<file path="src/rtl/mario_pkg.sv">
// Shared types and constants for the Mario sprite motion controller.
//   mario_state_e : motion FSM states, encoded as reported on state_out
//   Frame*        : animation frame indices into the 16x256 sprite sheet
//   FRAME_WORDS   : words per animation frame (16 x 32)
package mario_pkg;

  typedef enum logic [1:0] {
    StIdle = 2'd0,
    StWalk = 2'd1,
    StRise = 2'd2,
    StFall = 2'd3
  } mario_state_e;

  localparam logic [2:0] FrameIdle = 3'd0;
  localparam logic [2:0] FrameWalk = 3'd1;  // walk cycle occupies frames 1..3
  localparam logic [2:0] FrameRise = 3'd4;
  localparam logic [2:0] FrameFall = 3'd5;

  localparam logic [1:0] WalkStepLast = 2'd2;

  localparam int unsigned FRAME_WORDS = 512;

endpackage

</file>
<file path="src/rtl/mario_motion_ctrl_if.sv">
// Video-timing, button and sprite-output bundle of the Mario motion controller.
//   hcount_in/vcount_in : current pixel column/row
//   new_frame_in        : 1-cycle pulse at start of vblank
//   left_in/right_in/jump_in : player buttons (levels)
//   image_addr_out/in_sprite_out : registered sprite ROM address and box hit
//   x_out/y_out/state_out        : sprite position and motion state
// The controller uses the slave modport; the video/test side uses master.
interface mario_motion_ctrl_if;
  logic [10:0] hcount_in;
  logic [9:0]  vcount_in;
  logic        new_frame_in;
  logic        left_in;
  logic        right_in;
  logic        jump_in;
  logic [11:0] image_addr_out;
  logic        in_sprite_out;
  logic [10:0] x_out;
  logic [9:0]  y_out;
  logic [1:0]  state_out;

  modport master (
    output hcount_in, vcount_in, new_frame_in, left_in, right_in, jump_in,
    input  image_addr_out, in_sprite_out, x_out, y_out, state_out
  );

  modport slave (
    input  hcount_in, vcount_in, new_frame_in, left_in, right_in, jump_in,
    output image_addr_out, in_sprite_out, x_out, y_out, state_out
  );
endinterface

</file>
<file path="src/rtl/mario_addr_gen.sv">
// Registered pixel-to-sprite-address stage (1 cycle latency).
//   pixel_clk_in, rst_in      : clock, async active-high reset
//   hcount_in, vcount_in      : current pixel
//   x_in, y_in                : sprite top-left corner
//   facing_left_in            : mirror columns horizontally
//   frame_in                  : animation frame 0..7
//   image_addr_out            : {frame, row[4:0], col[3:0]} inside the box, else 0
//   in_sprite_out             : pixel lies inside the 16x32 box
module mario_addr_gen #(
  parameter int unsigned WIDTH   = 16,
  parameter int unsigned FRAME_H = 32
) (
  input  logic        pixel_clk_in,
  input  logic        rst_in,
  input  logic [10:0] hcount_in,
  input  logic [9:0]  vcount_in,
  input  logic [10:0] x_in,
  input  logic [9:0]  y_in,
  input  logic        facing_left_in,
  input  logic [2:0]  frame_in,
  output logic [11:0] image_addr_out,
  output logic        in_sprite_out
);

  localparam logic [11:0] ColLimit = 12'(WIDTH);
  localparam logic [10:0] RowLimit = 11'(FRAME_H);
  localparam logic [3:0]  ColLast  = 4'(WIDTH - 1);

  logic [11:0] col_diff;
  logic [10:0] row_diff;
  logic [3:0]  mcol;
  logic        hit;
  logic [11:0] image_addr_d, image_addr_q;
  logic        in_sprite_q;

  // One extra bit: pixels left of / above the sprite wrap to large values and fail the range test.
  always_comb begin
    col_diff     = {1'b0, hcount_in} - {1'b0, x_in};
    row_diff     = {1'b0, vcount_in} - {1'b0, y_in};
    hit          = (col_diff < ColLimit) && (row_diff < RowLimit);
    mcol         = facing_left_in ? (ColLast - col_diff[3:0]) : col_diff[3:0];
    image_addr_d = hit ? {frame_in, row_diff[4:0], mcol} : '0;
  end

  always_ff @(posedge pixel_clk_in or posedge rst_in) begin
    if (rst_in) begin
      image_addr_q <= '0;
      in_sprite_q  <= 1'b0;
    end else begin
      image_addr_q <= image_addr_d;
      in_sprite_q  <= hit;
    end
  end

  assign image_addr_out = image_addr_q;
  assign in_sprite_out  = in_sprite_q;

endmodule

</file>
<file path="src/rtl/mario_motion_ctrl.sv">
// Per-frame Mario motion controller: walk/jump FSM, gravity, walk animation and
// the per-pixel sprite address stage.
//   pixel_clk_in : pixel clock (only clock)
//   rst_in       : asynchronous active-high reset
//   bus          : video timing, buttons and sprite outputs (slave modport)
// All motion state updates on the cycle where new_frame_in is high.
module mario_motion_ctrl
  import mario_pkg::*;
#(
  parameter int unsigned WIDTH    = 16,
  parameter int unsigned FRAME_H  = 32,
  parameter int unsigned SCREEN_W = 1280,
  parameter int unsigned GROUND_Y = 688,
  parameter int unsigned WALK_SPD = 2,
  parameter int unsigned JUMP_VEL = 10,
  parameter int unsigned MAX_FALL = 8,
  parameter int unsigned ANIM_DIV = 6
) (
  input logic                pixel_clk_in,
  input logic                rst_in,
  mario_motion_ctrl_if.slave bus
);

  localparam logic [10:0]        XMax     = 11'(SCREEN_W - WIDTH);
  localparam logic [10:0]        XReset   = 11'((SCREEN_W - WIDTH) / 2);
  localparam logic [10:0]        XStep    = 11'(WALK_SPD);
  localparam logic [9:0]         YGround  = 10'(GROUND_Y);
  localparam logic signed [10:0] YGroundS = 11'(GROUND_Y);
  localparam logic signed [7:0]  JumpVel  = 8'(JUMP_VEL);
  localparam logic signed [7:0]  MaxFall  = 8'(MAX_FALL);
  localparam logic [2:0]         AnimLast = 3'(ANIM_DIV - 1);

  mario_state_e       state_q, state_d;
  logic [10:0]        x_q, x_d;
  logic [9:0]         y_q, y_d;
  logic signed [7:0]  vel_q, vel_d;
  logic               facing_left_q, facing_left_d;
  logic               jump_prev_q, jump_prev_d;
  logic [2:0]         anim_cnt_q, anim_cnt_d;
  logic [1:0]         walk_step_q, walk_step_d;

  logic               go_left, go_right, moving, jump_req;
  logic signed [7:0]  vel_inc, vel_fall;
  logic signed [10:0] y_ext, y_rise, y_fall;
  logic [2:0]         frame;

  always_comb begin
    go_right = bus.right_in & ~bus.left_in;
    go_left  = bus.left_in & ~bus.right_in;
    moving   = go_right | go_left;
    jump_req = bus.jump_in & ~jump_prev_q;

    y_ext    = signed'({1'b0, y_q});
    vel_inc  = vel_q + 8'sd1;
    vel_fall = (vel_q >= MaxFall) ? MaxFall : vel_inc;
    y_rise   = y_ext + signed'({{3{vel_q[7]}}, vel_q});
    y_fall   = y_ext + signed'({{3{vel_fall[7]}}, vel_fall});
  end

  always_comb begin
    state_d       = state_q;
    x_d           = x_q;
    y_d           = y_q;
    vel_d         = vel_q;
    facing_left_d = facing_left_q;
    jump_prev_d   = jump_prev_q;
    anim_cnt_d    = anim_cnt_q;
    walk_step_d   = walk_step_q;

    if (bus.new_frame_in) begin
      jump_prev_d = bus.jump_in;

      if (go_left) begin
        facing_left_d = 1'b1;
        x_d           = (x_q <= XStep) ? '0 : x_q - XStep;
      end else if (go_right) begin
        facing_left_d = 1'b0;
        x_d           = (x_q >= XMax - XStep) ? XMax : x_q + XStep;
      end

      unique case (state_q)
        StIdle: begin
          if (jump_req) begin
            state_d = StRise;
            vel_d   = -JumpVel;
          end else if (moving) begin
            state_d     = StWalk;
            anim_cnt_d  = '0;
            walk_step_d = '0;
          end
        end
        StWalk: begin
          if (jump_req) begin
            state_d = StRise;
            vel_d   = -JumpVel;
          end else if (!moving) begin
            state_d = StIdle;
          end else if (anim_cnt_q == AnimLast) begin
            anim_cnt_d  = '0;
            walk_step_d = (walk_step_q == WalkStepLast) ? '0 : walk_step_q + 2'd1;
          end else begin
            anim_cnt_d = anim_cnt_q + 3'd1;
          end
        end
        StRise: begin
          if (y_rise[10]) begin
            // Hit the top of the screen: stop and start falling.
            y_d     = '0;
            vel_d   = '0;
            state_d = StFall;
          end else begin
            y_d   = y_rise[9:0];
            vel_d = vel_inc;
            if (!vel_inc[7]) state_d = StFall;
          end
        end
        StFall: begin
          if (y_fall >= YGroundS) begin
            y_d     = YGround;
            vel_d   = '0;
            state_d = moving ? StWalk : StIdle;
            if (moving) begin
              anim_cnt_d  = '0;
              walk_step_d = '0;
            end
          end else begin
            y_d   = y_fall[9:0];
            vel_d = vel_fall;
          end
        end
        default: state_d = StIdle;
      endcase
    end
  end

  always_ff @(posedge pixel_clk_in or posedge rst_in) begin
    if (rst_in) begin
      state_q       <= StIdle;
      x_q           <= XReset;
      y_q           <= YGround;
      vel_q         <= '0;
      facing_left_q <= 1'b0;
      jump_prev_q   <= 1'b0;
      anim_cnt_q    <= '0;
      walk_step_q   <= '0;
    end else begin
      state_q       <= state_d;
      x_q           <= x_d;
      y_q           <= y_d;
      vel_q         <= vel_d;
      facing_left_q <= facing_left_d;
      jump_prev_q   <= jump_prev_d;
      anim_cnt_q    <= anim_cnt_d;
      walk_step_q   <= walk_step_d;
    end
  end

  always_comb begin
    unique case (state_q)
      StIdle:  frame = FrameIdle;
      StWalk:  frame = FrameWalk + {1'b0, walk_step_q};
      StRise:  frame = FrameRise;
      StFall:  frame = FrameFall;
      default: frame = FrameIdle;
    endcase
  end

  mario_addr_gen #(
    .WIDTH   (WIDTH),
    .FRAME_H (FRAME_H)
  ) u_addr_gen (
    .pixel_clk_in   (pixel_clk_in),
    .rst_in         (rst_in),
    .hcount_in      (bus.hcount_in),
    .vcount_in      (bus.vcount_in),
    .x_in           (x_q),
    .y_in           (y_q),
    .facing_left_in (facing_left_q),
    .frame_in       (frame),
    .image_addr_out (bus.image_addr_out),
    .in_sprite_out  (bus.in_sprite_out)
  );

  assign bus.x_out     = x_q;
  assign bus.y_out     = y_q;
  assign bus.state_out = state_q;

endmodule
</file>
<file path="src/flat_wrapper.sv">
// flat-port wrapper written by rule: the top's interface ports become plain ports
module mario_motion_ctrl_flat import mario_pkg::*;
#(
  parameter int unsigned WIDTH    = 16,
  parameter int unsigned FRAME_H  = 32,
  parameter int unsigned SCREEN_W = 1280,
  parameter int unsigned GROUND_Y = 688,
  parameter int unsigned WALK_SPD = 2,
  parameter int unsigned JUMP_VEL = 10,
  parameter int unsigned MAX_FALL = 8,
  parameter int unsigned ANIM_DIV = 6
)
  (pixel_clk_in, rst_in, bus_hcount_in, bus_vcount_in, bus_new_frame_in, bus_left_in, bus_right_in, bus_jump_in, bus_image_addr_out, bus_in_sprite_out, bus_x_out, bus_y_out, bus_state_out);
  mario_motion_ctrl_if bus_i ();
  input logic pixel_clk_in;
  input logic rst_in;
  input wire logic [$bits(bus_i.hcount_in)-1:0] bus_hcount_in;
  input wire logic [$bits(bus_i.vcount_in)-1:0] bus_vcount_in;
  input wire logic [$bits(bus_i.new_frame_in)-1:0] bus_new_frame_in;
  input wire logic [$bits(bus_i.left_in)-1:0] bus_left_in;
  input wire logic [$bits(bus_i.right_in)-1:0] bus_right_in;
  input wire logic [$bits(bus_i.jump_in)-1:0] bus_jump_in;
  output wire logic [$bits(bus_i.image_addr_out)-1:0] bus_image_addr_out;
  output wire logic [$bits(bus_i.in_sprite_out)-1:0] bus_in_sprite_out;
  output wire logic [$bits(bus_i.x_out)-1:0] bus_x_out;
  output wire logic [$bits(bus_i.y_out)-1:0] bus_y_out;
  output wire logic [$bits(bus_i.state_out)-1:0] bus_state_out;
  assign bus_i.hcount_in = bus_hcount_in;
  assign bus_i.vcount_in = bus_vcount_in;
  assign bus_i.new_frame_in = bus_new_frame_in;
  assign bus_i.left_in = bus_left_in;
  assign bus_i.right_in = bus_right_in;
  assign bus_i.jump_in = bus_jump_in;
  assign bus_image_addr_out = bus_i.image_addr_out;
  assign bus_in_sprite_out = bus_i.in_sprite_out;
  assign bus_x_out = bus_i.x_out;
  assign bus_y_out = bus_i.y_out;
  assign bus_state_out = bus_i.state_out;
  mario_motion_ctrl #(.WIDTH(WIDTH), .FRAME_H(FRAME_H), .SCREEN_W(SCREEN_W), .GROUND_Y(GROUND_Y), .WALK_SPD(WALK_SPD), .JUMP_VEL(JUMP_VEL), .MAX_FALL(MAX_FALL), .ANIM_DIV(ANIM_DIV)) u_core (.pixel_clk_in(pixel_clk_in), .rst_in(rst_in), .bus(bus_i));
endmodule
</file>
<file path="config.mk">
export PLATFORM = sky130hd
export DESIGN_NAME = mario_motion_ctrl_flat
export DESIGN_NICKNAME = d
export VERILOG_FILES = /design/src/rtl/mario_pkg.sv /design/src/rtl/mario_motion_ctrl_if.sv /design/src/rtl/mario_addr_gen.sv /design/src/rtl/mario_motion_ctrl.sv /design/src/flat_wrapper.sv
export SDC_FILE = /design/constraint.sdc
export NUM_CORES = 1
export LEC_CHECK = 0
export CAP_MARGIN = 10
export CORE_UTILIZATION = 57
export DETAILED_ROUTE_END_ITERATION = 8
export GPL_ROUTABILITY_DRIVEN = 0
export PLACE_DENSITY = 0.9
export SETUP_SLACK_MARGIN = 0.4
export SYNTH_ARGS = -nofsm -noshare
export SYNTH_HDL_FRONTEND = slang
export SYNTH_SLANG_ARGS = --single-unit
</file>
<file path="constraint.sdc">
create_clock -name pixel_clk_in -period 4.3 [get_ports pixel_clk_in]
set_input_delay 1.075 -clock pixel_clk_in [delete_from_list [all_inputs] [get_ports pixel_clk_in]]
set_output_delay 1.075 -clock pixel_clk_in [all_outputs]
set_load 0.03 [all_outputs]
</file>
==> qor.yml, run 1 <==
route:
  viasPerCell: 6.46
  drt-wirelength-per-cell_um: 17.9
  route.detailed.drc: 0
  routed_wl_mm: 13.2
  drt-pass1-iter-count: 5
  ant_nets: 0
  dr_total_vias: 4754
  first_iter_violations: 571
critical_path:
  rrSetupSlack_ns: 0.44
  required_ns: 4.50
  cp_cell_sequence: "nor4_4, nor2_1, nor2_1, ha_1, inv_1, fa_1, nand2b_2, a21oi_4, o21ai_0, a221oi_2, a41o_1, o2bb2ai_4, a311oi_2, buf_4, a311oi_1"
  cp_slowest_stage_delay_ns: 0.49
  start_kind: "flop"
  endpoint_kind: "flop"
  regToRegStartpoint: "u_core.vel_q[5]"
  crit_type: "flop to flop"
  crit_path_frequent_cell: "nor2_1"
  critical_path_arrival_ns: 4.06
  rr_worst_depth: 15
  reg2reg_to: "u_core.vel_q[5]"
  slowest_stage: "dfrtp_2"
  cp_max_fo: 7
timing:
  fin_skew_ns: 0.00917
  timing.slew.headroom_pct: 41.8
  period_share_pct: 89.7
  slew_viol_final: 0
  tns_ns: 0
  rsz0062_at_grt: "false"
  max_freq_mhz: 259
  min_period_ns: 3.86
  max_slew.worst_pin.slew_ns: 0.872
  hold_viol_final: 0
  finalSetupViolCount: 0
die:
  num_rows: 32
  die_y_um: 93.3
  coreArea_um2: 7890
  die_x_um: 93.3
  die_area_um2: 8700
  start_util_pct: 60.2
  io_pins: 63
synthesis:
  synth_top_family_by_area: "compound AO/OA/AOI/OAI gates"
  ys_types: 72
  ys_top_cells_by_area: "dfrtp_1 22%, ha_1 13%, dfstp_2 5.0%"
  ys_async_sr_fraction_pct: 100
  synth_edf_count: 0
  synth.area.mux_share_pct: 0.896
  syn_area_um2: 4750
  ys_ff_latch: 50
  syn_avg_cell_area_um2: 8.27
  synth_top_area_cell: "dfrtp_1"
  synth_cells: 574
  syn_nets: 655
  synth_ff_type: "dfrtp_1"
  synth-xor-area-share_pct: 5.90
  yosys.area.top_type_share_pct: 21.6
  synth_compound_gate_area_share_pct: 26.6
  synth-seq-area-share_pct: 26.6
  yosys_warnings: 0
  synth-simple-area-share_pct: 19.0
  synth_fa_ha_area_share_pct: 14.9
cts:
  htree_levels: 2
  insertion_delay_ns: 0.31
  cts-root-buf: "clkbuf_8"
  clk_path_buf_depth: 2
  path_clk_slew_ns: 0.09
  numCtsBuffers: 5
  clock-sinks: 50
  hold_buffers: 0
  tritoncts: "yes"
layout:
  syn_to_final_growth_pct: 20.2
  drive_above_1_share_pct: 11.4
  fill_cells: 592
  nets: 714
  most-common-layout-cells: "61 x clkdlybuf4s50_1, 52 x nor2_1, 50 x inv_1"
  layout_commonest_cell: "clkdlybuf4s50_1"
  diodes: 0
pwr:
  powerDensity_nw_per_um2: 848
  p_leak_nw: 2.36
  ir_worst_vdd_mv: 0.862
  power_mw: 4.84
global_route:
  grt_use_total_pct: 29.9
  antenna_found_initial: 0
  grt-ovfl-total: 0
  grt_pass1_wl_mm: 20.8
  grt_pass1_vias: 4497
  grt_max_degree: 43
hold_path:
  hold_path_end: "u_core.anim_cnt_q[1]"
  hp-class: "flop to flop"
  hold_depth: 1
  min_from: "u_core.anim_cnt_q[1]"
outcome:
  status: "complete, no violations"
run:
  cap_violations: 0
placement:
  hpwl_mm: 9.54
  port_buffers: 61
per-stage QoR:
step | area, um^2 | setup slack [ns] | util [%] | std cells | hold slack, ns
2_1_floorplan | 4750 | 0.794 | - | 574 | 0.456
3_3_place_gp | 5450 | 0.167 | 69.0 | 722 | 0.475
3_5_place_dp | 5450 | 0.0876 | 69.0 | 722 | 0.474
4_1_cts | 5550 | 0.408 | 70.4 | 731 | 0.500
5_1_grt | 5710 | 0.348 | 72.4 | 736 | 0.531
6_report | 5710 | 0.444 | 72.4 | 736 | 0.499
power by group:
part,switching [mW],total (mW),internal (mW)
sequential,0.288,0.936,0.649
clock,0.172,0.287,0.115
combinational,2.12,3.62,1.49
flip-flops by register name, indices dropped and copies added (netlist names):
signal                            count
u_core.jump_prev_q                    1
u_core.walk_step_q                    2
u_core.u_addr_gen.in_sprite_out       1
u_core.bus.x_out                     10
u_core.anim_cnt_q                     3
u_core.bus.y_out                     10
u_core.bus.state_out                  2
u_core.vel_q                          8
u_core.facing_left_q                  1
u_core.u_addr_gen.image_addr_out     12
repair_timing:
item                       CTS  global route
setup buffers                1             4
resized for setup            2            25
pin swaps                    1             7
cloned                       0             1
setup endpoints to repair   10            33
cell families (layout without fill, tap and decap cells):
family	count (synthesis)	after routing
adder cells (fa/ha/maj)	54	54
AND/OR/NAND/NOR	173	174
other	2	2
AO/OA/AOI/OAI	187	187
XOR/XNOR	32	32
multiplexers	4	4
buffers and inverters	72	131
flip-flops	50	50
routing by layer:
metal,up-vias,routed length [um],global-route usage [%]
li1,2211,-,-
met1,2240,5470,40.5
met2,271,6210,48.7
met3,32,1220,5.20
met4,0,262,9.36
met5,-,0,0
synth_stat cells (3+ instances only):
master,count
a211oi_1,7
a21o_1,8
a21oi_1,40
a22o_1,3
a22oi_1,9
a311oi_1,6
a31oi_1,3
a32oi_1,3
a41oi_1,3
and2_1,4
and3_1,5
clkbuf_1,16
dfrtp_1,41
dfstp_2,9
fa_1,4
ha_1,50
inv_1,51
nand2_1,27
nand2b_1,8
nand3_1,20
nand4_1,4
nor2_1,52
nor2b_1,12
nor3_1,15
nor3_2,8
nor4_1,3
o211ai_1,7
o21a_1,5
o21ai_0,45
o21ai_1,4
o21bai_1,3
o221ai_1,4
o22ai_1,6
o2bb2ai_1,5
o31ai_1,8
or3_1,3
xnor2_1,21
xor2_1,11
critical path: cells and delay by family, from the launching register on:
family	cells	cell delay, ns
buffers and inverters	2	0.25
AOI/OAI and AO/OA	7	1.61
adders and majority gates	2	0.59
and+or+nand+nor	4	0.79
DFF	1	0.49
worst max path at each step:
stage	from	endpoint	slack, ns	cells after the start
finish	u_core.vel_q[5]	u_core.vel_q[5]	0.44	15
CTS	u_core.vel_q[3]	u_core.anim_cnt_q[0]	0.41	14
global route	bus_vcount_in[0]	u_core.u_addr_gen.image_addr_out[5]	0.35	14
global placement	bus_hcount_in[1]	u_core.u_addr_gen.image_addr_out[10]	0.17	10
detailed placement	bus_hcount_in[1]	u_core.u_addr_gen.image_addr_out[10]	0.09	10
floorplan	bus_vcount_in[0]	u_core.u_addr_gen.image_addr_out[0]	0.79	13
area by class of cell:
class / instances / area [um^2] / share of cell area, %
Clock inverter: 3 / 21.3 / 0.372
Multi-Input combinational cell: 453 / 3340 / 58.5
Timing Repair Buffer: 72 / 693 / 12.1
Clock buffer: 5 / 68.8 / 1.21
Sequential cell: 50 / 1270 / 22.2
Inverter: 51 / 191 / 3.35
Tap cell: 102 / 128 / 2.23
Power figures use the tool's default switching activity.
==> run 2, diff against run 1 <==
- CORE_UTILIZATION: 57 -> 40
- CTS_CLUSTER_SIZE: not set -> 16
- PLACE_DENSITY: 0.9 -> 0.69
==> run 2 against run 1 <==
- wire length fell by 1.7%
- largest cell class unchanged
- the run now ends with design-rule violations left
- sequential cell count is the same
- clock power is 46% higher
- global-route usage is 8.9 points lower
- total power is 1.0% higher
- first-iteration DRC count is 34% lower
- non-clock buffer count is the same
- worst hold slack improved by 0.0040 ns
- sequential share of layout area decreased by 0.39 points
- clock skew decreased by 0.0016 ns
- worst setup slack better by 0.049 ns
==> qor.yml, run 2 (synthesis gave the netlist of run 1 again) <==
pwr:
  p_leak_nw: 2.41  # was 2.36 nW
  power_mw: 4.89  # was 4.84 mW
  powerDensity_nw_per_um2: 843  # was 848 nW/um^2
  ir_worst_vdd_mv: 0.647  # was 0.862 mV
route:
  drt-wirelength-per-cell_um: 16.7  # was 17.9 um
  drt-pass1-iter-count: 7  # was 5
  viasPerCell: 5.88  # was 6.46
  route.detailed.drc: 10  # was 0
  routed_wl_mm: 12.9  # was 13.2 mm
  ant_nets: 0  # unchanged
  dr_total_vias: 4570  # was 4754
  first_iter_violations: 376  # was 571
die:
  die_y_um: 111  # was 93.3 um
  die_x_um: 111  # was 93.3 um
  io_pins: 63  # unchanged
  num_rows: 39  # was 32
  coreArea_um2: 11500  # was 7890 um^2
  die_area_um2: 12300  # was 8700 um^2
  start_util_pct: 41.2  # was 60.2%
critical_path:
  rrSetupSlack_ns: 0.55  # was 0.44 ns
  endpoint_kind: "flop"  # unchanged
  cp_max_fo: 6  # was 7
  critical_path_arrival_ns: 4.03  # was 4.06 ns
  crit_type: "input port to flop"  # was flop to flop
  required_ns: 4.52  # was 4.50 ns
  start_kind: "input port"  # was flop
layout:
  nets: 714  # unchanged
  fill_cells: 1091  # was 592
  drive_above_1_share_pct: 10.9  # was 11.4%
  multi_input_area_um2: 3320  # was 3340 um^2
  seq_area_um2: 1260  # was 1270 um^2
  fin_area_um2: 5800  # was 5710 um^2
  most-common-layout-cells: "60 x clkdlybuf4s50_1, 52 x nor2_1, 50 x inv_1"  # was 61 x clkdlybuf4s50_1, 52 x nor2_1, 50 x inv_1
  syn_to_final_growth_pct: 22.1  # was 20.2%
  diodes: 0  # unchanged
  layout_commonest_cell: "clkdlybuf4s50_1"  # unchanged
  largest_reg_flops: 12  # unchanged
timing:
  timing.slew.headroom_pct: 44.2  # was 41.8%
  finalSetupViolCount: 0  # unchanged
  rsz0062_at_grt: "true"  # was false
  max_slew.worst_pin.slew_ns: 0.835  # was 0.872 ns
  period_share_pct: 88.5  # was 89.7%
  hold_viol_final: 0  # unchanged
  tns_ns: 0  # unchanged
  min_period_ns: 3.81  # was 3.86 ns
  setup_ws_ns: 0.494  # was 0.444 ns
  slew_viol_final: 0  # unchanged
  max_freq_mhz: 263  # was 259 MHz
  fin_skew_ns: 0.00755  # was 0.00917 ns
global_route:
  grt_pass1_vias: 4363  # was 4497
  grt_max_degree: 31  # was 43
  grt-ovfl-total: 0  # unchanged
  antenna_found_initial: 0  # unchanged
  grt_pass1_wl_mm: 21.2  # was 20.8 mm
  grt_use_total_pct: 21.0  # was 29.9%
hold_path:
  hp-class: "flop to flop"  # unchanged
cts:
  tritoncts: "yes"  # unchanged
  numCtsBuffers: 5  # unchanged
  clock-sinks: 50  # unchanged
  path_clk_slew_ns: 0.07  # was 0.09 ns
  insertion_delay_ns: 0.30  # was 0.31 ns
  cts-root-buf: "clkbuf_16"  # was clkbuf_8
  htree_levels: 2  # unchanged
  clk_path_buf_depth: 2  # unchanged
outcome:
  violations: "design-rule violations"
  status: "complete, but fails checks"  # was complete, no violations
run:
  cap_violations: 0  # unchanged
placement:
  pre_cts_ws_ns: 0.0795  # was 0.0876 ns
  placed_area_um2: 5510  # was 5450 um^2
  port_buffers: 61  # unchanged
  hpwl_mm: 9.76  # was 9.54 mm
run 2: repair_timing:
| action | 4_1_cts | 5_1_grt |
|---|---|---|
| pin swaps | 2 | 11 |
| endpoints found under the setup margin | 22 | 32 |
| hold buffers | 0 | 0 |
| buffers inserted | 1 | 2 |
| cloned | 0 | 1 |
| gates resized for setup | 2 | 22 |
run 2: final timing paths:
kind | from | to | cells after the start
max in group asynchronous | rst_in | u_core.bus.y_out[9] | 3
worst min-delay path | u_core.anim_cnt_q[1] | u_core.anim_cnt_q[1] | 1
worst max-delay path | bus_vcount_in[0] | u_core.u_addr_gen.image_addr_out[11] | 14
worst max register to register | u_core.vel_q[3] | u_core.anim_cnt_q[0] | 13
min in group asynchronous | rst_in | u_core.bus.x_out[2] | 2
worst min register to register | u_core.anim_cnt_q[1] | u_core.anim_cnt_q[1] | 1
run 2: worst max-delay path, stage by stage:
cell and delay, ns:
clkdlybuf4s50_1 0.44, inv_1 0.08, ha_2 0.17, inv_1 0.05
fa_2 0.35, a21o_1 0.18, a21oi_2 0.15, o21ai_0 0.09
a21oi_1 0.16, xor2_1 0.17, nand4_1 0.14, buf_4 0.18
or4_4 0.58, nor3_1 0.21
run 2: stage by stage:
step	util, %	hold WS (ns)	std cells
after global routing	50.4	0.535	777
after global placement	47.9	0.472	765
after detailed placement	47.9	0.474	765
after floorplan	-	0.456	574
after CTS	49.3	0.497	774
final	50.4	0.503	777
run 2: layout make-up:
type,instances,share of cell area [%]
Clock inverter,3,0.453
Multi-Input combinational cell,453,57.2
Timing Repair Buffer,72,12.0
Inverter,51,3.30
Tap cell,143,3.08
Sequential cell,50,21.8
Clock buffer,5,2.16
run 2: where the power goes:
group / internal [mW] / total, mW / switching (mW)
combinational: 1.49 / 3.55 / 2.06
sequential: 0.647 / 0.918 / 0.271
clock: 0.222 / 0.420 / 0.198
total: 2.36 / 4.89 / 2.53
run 2: layer usage:
metal	up-vias	global-route usage, %	part of all wire, %
met4	0	6.76	2.0
met1	2184	29.0	46
met2	148	34.2	46
met3	18	2.30	5.8
li1	2220	-	-
met5	-	0	0
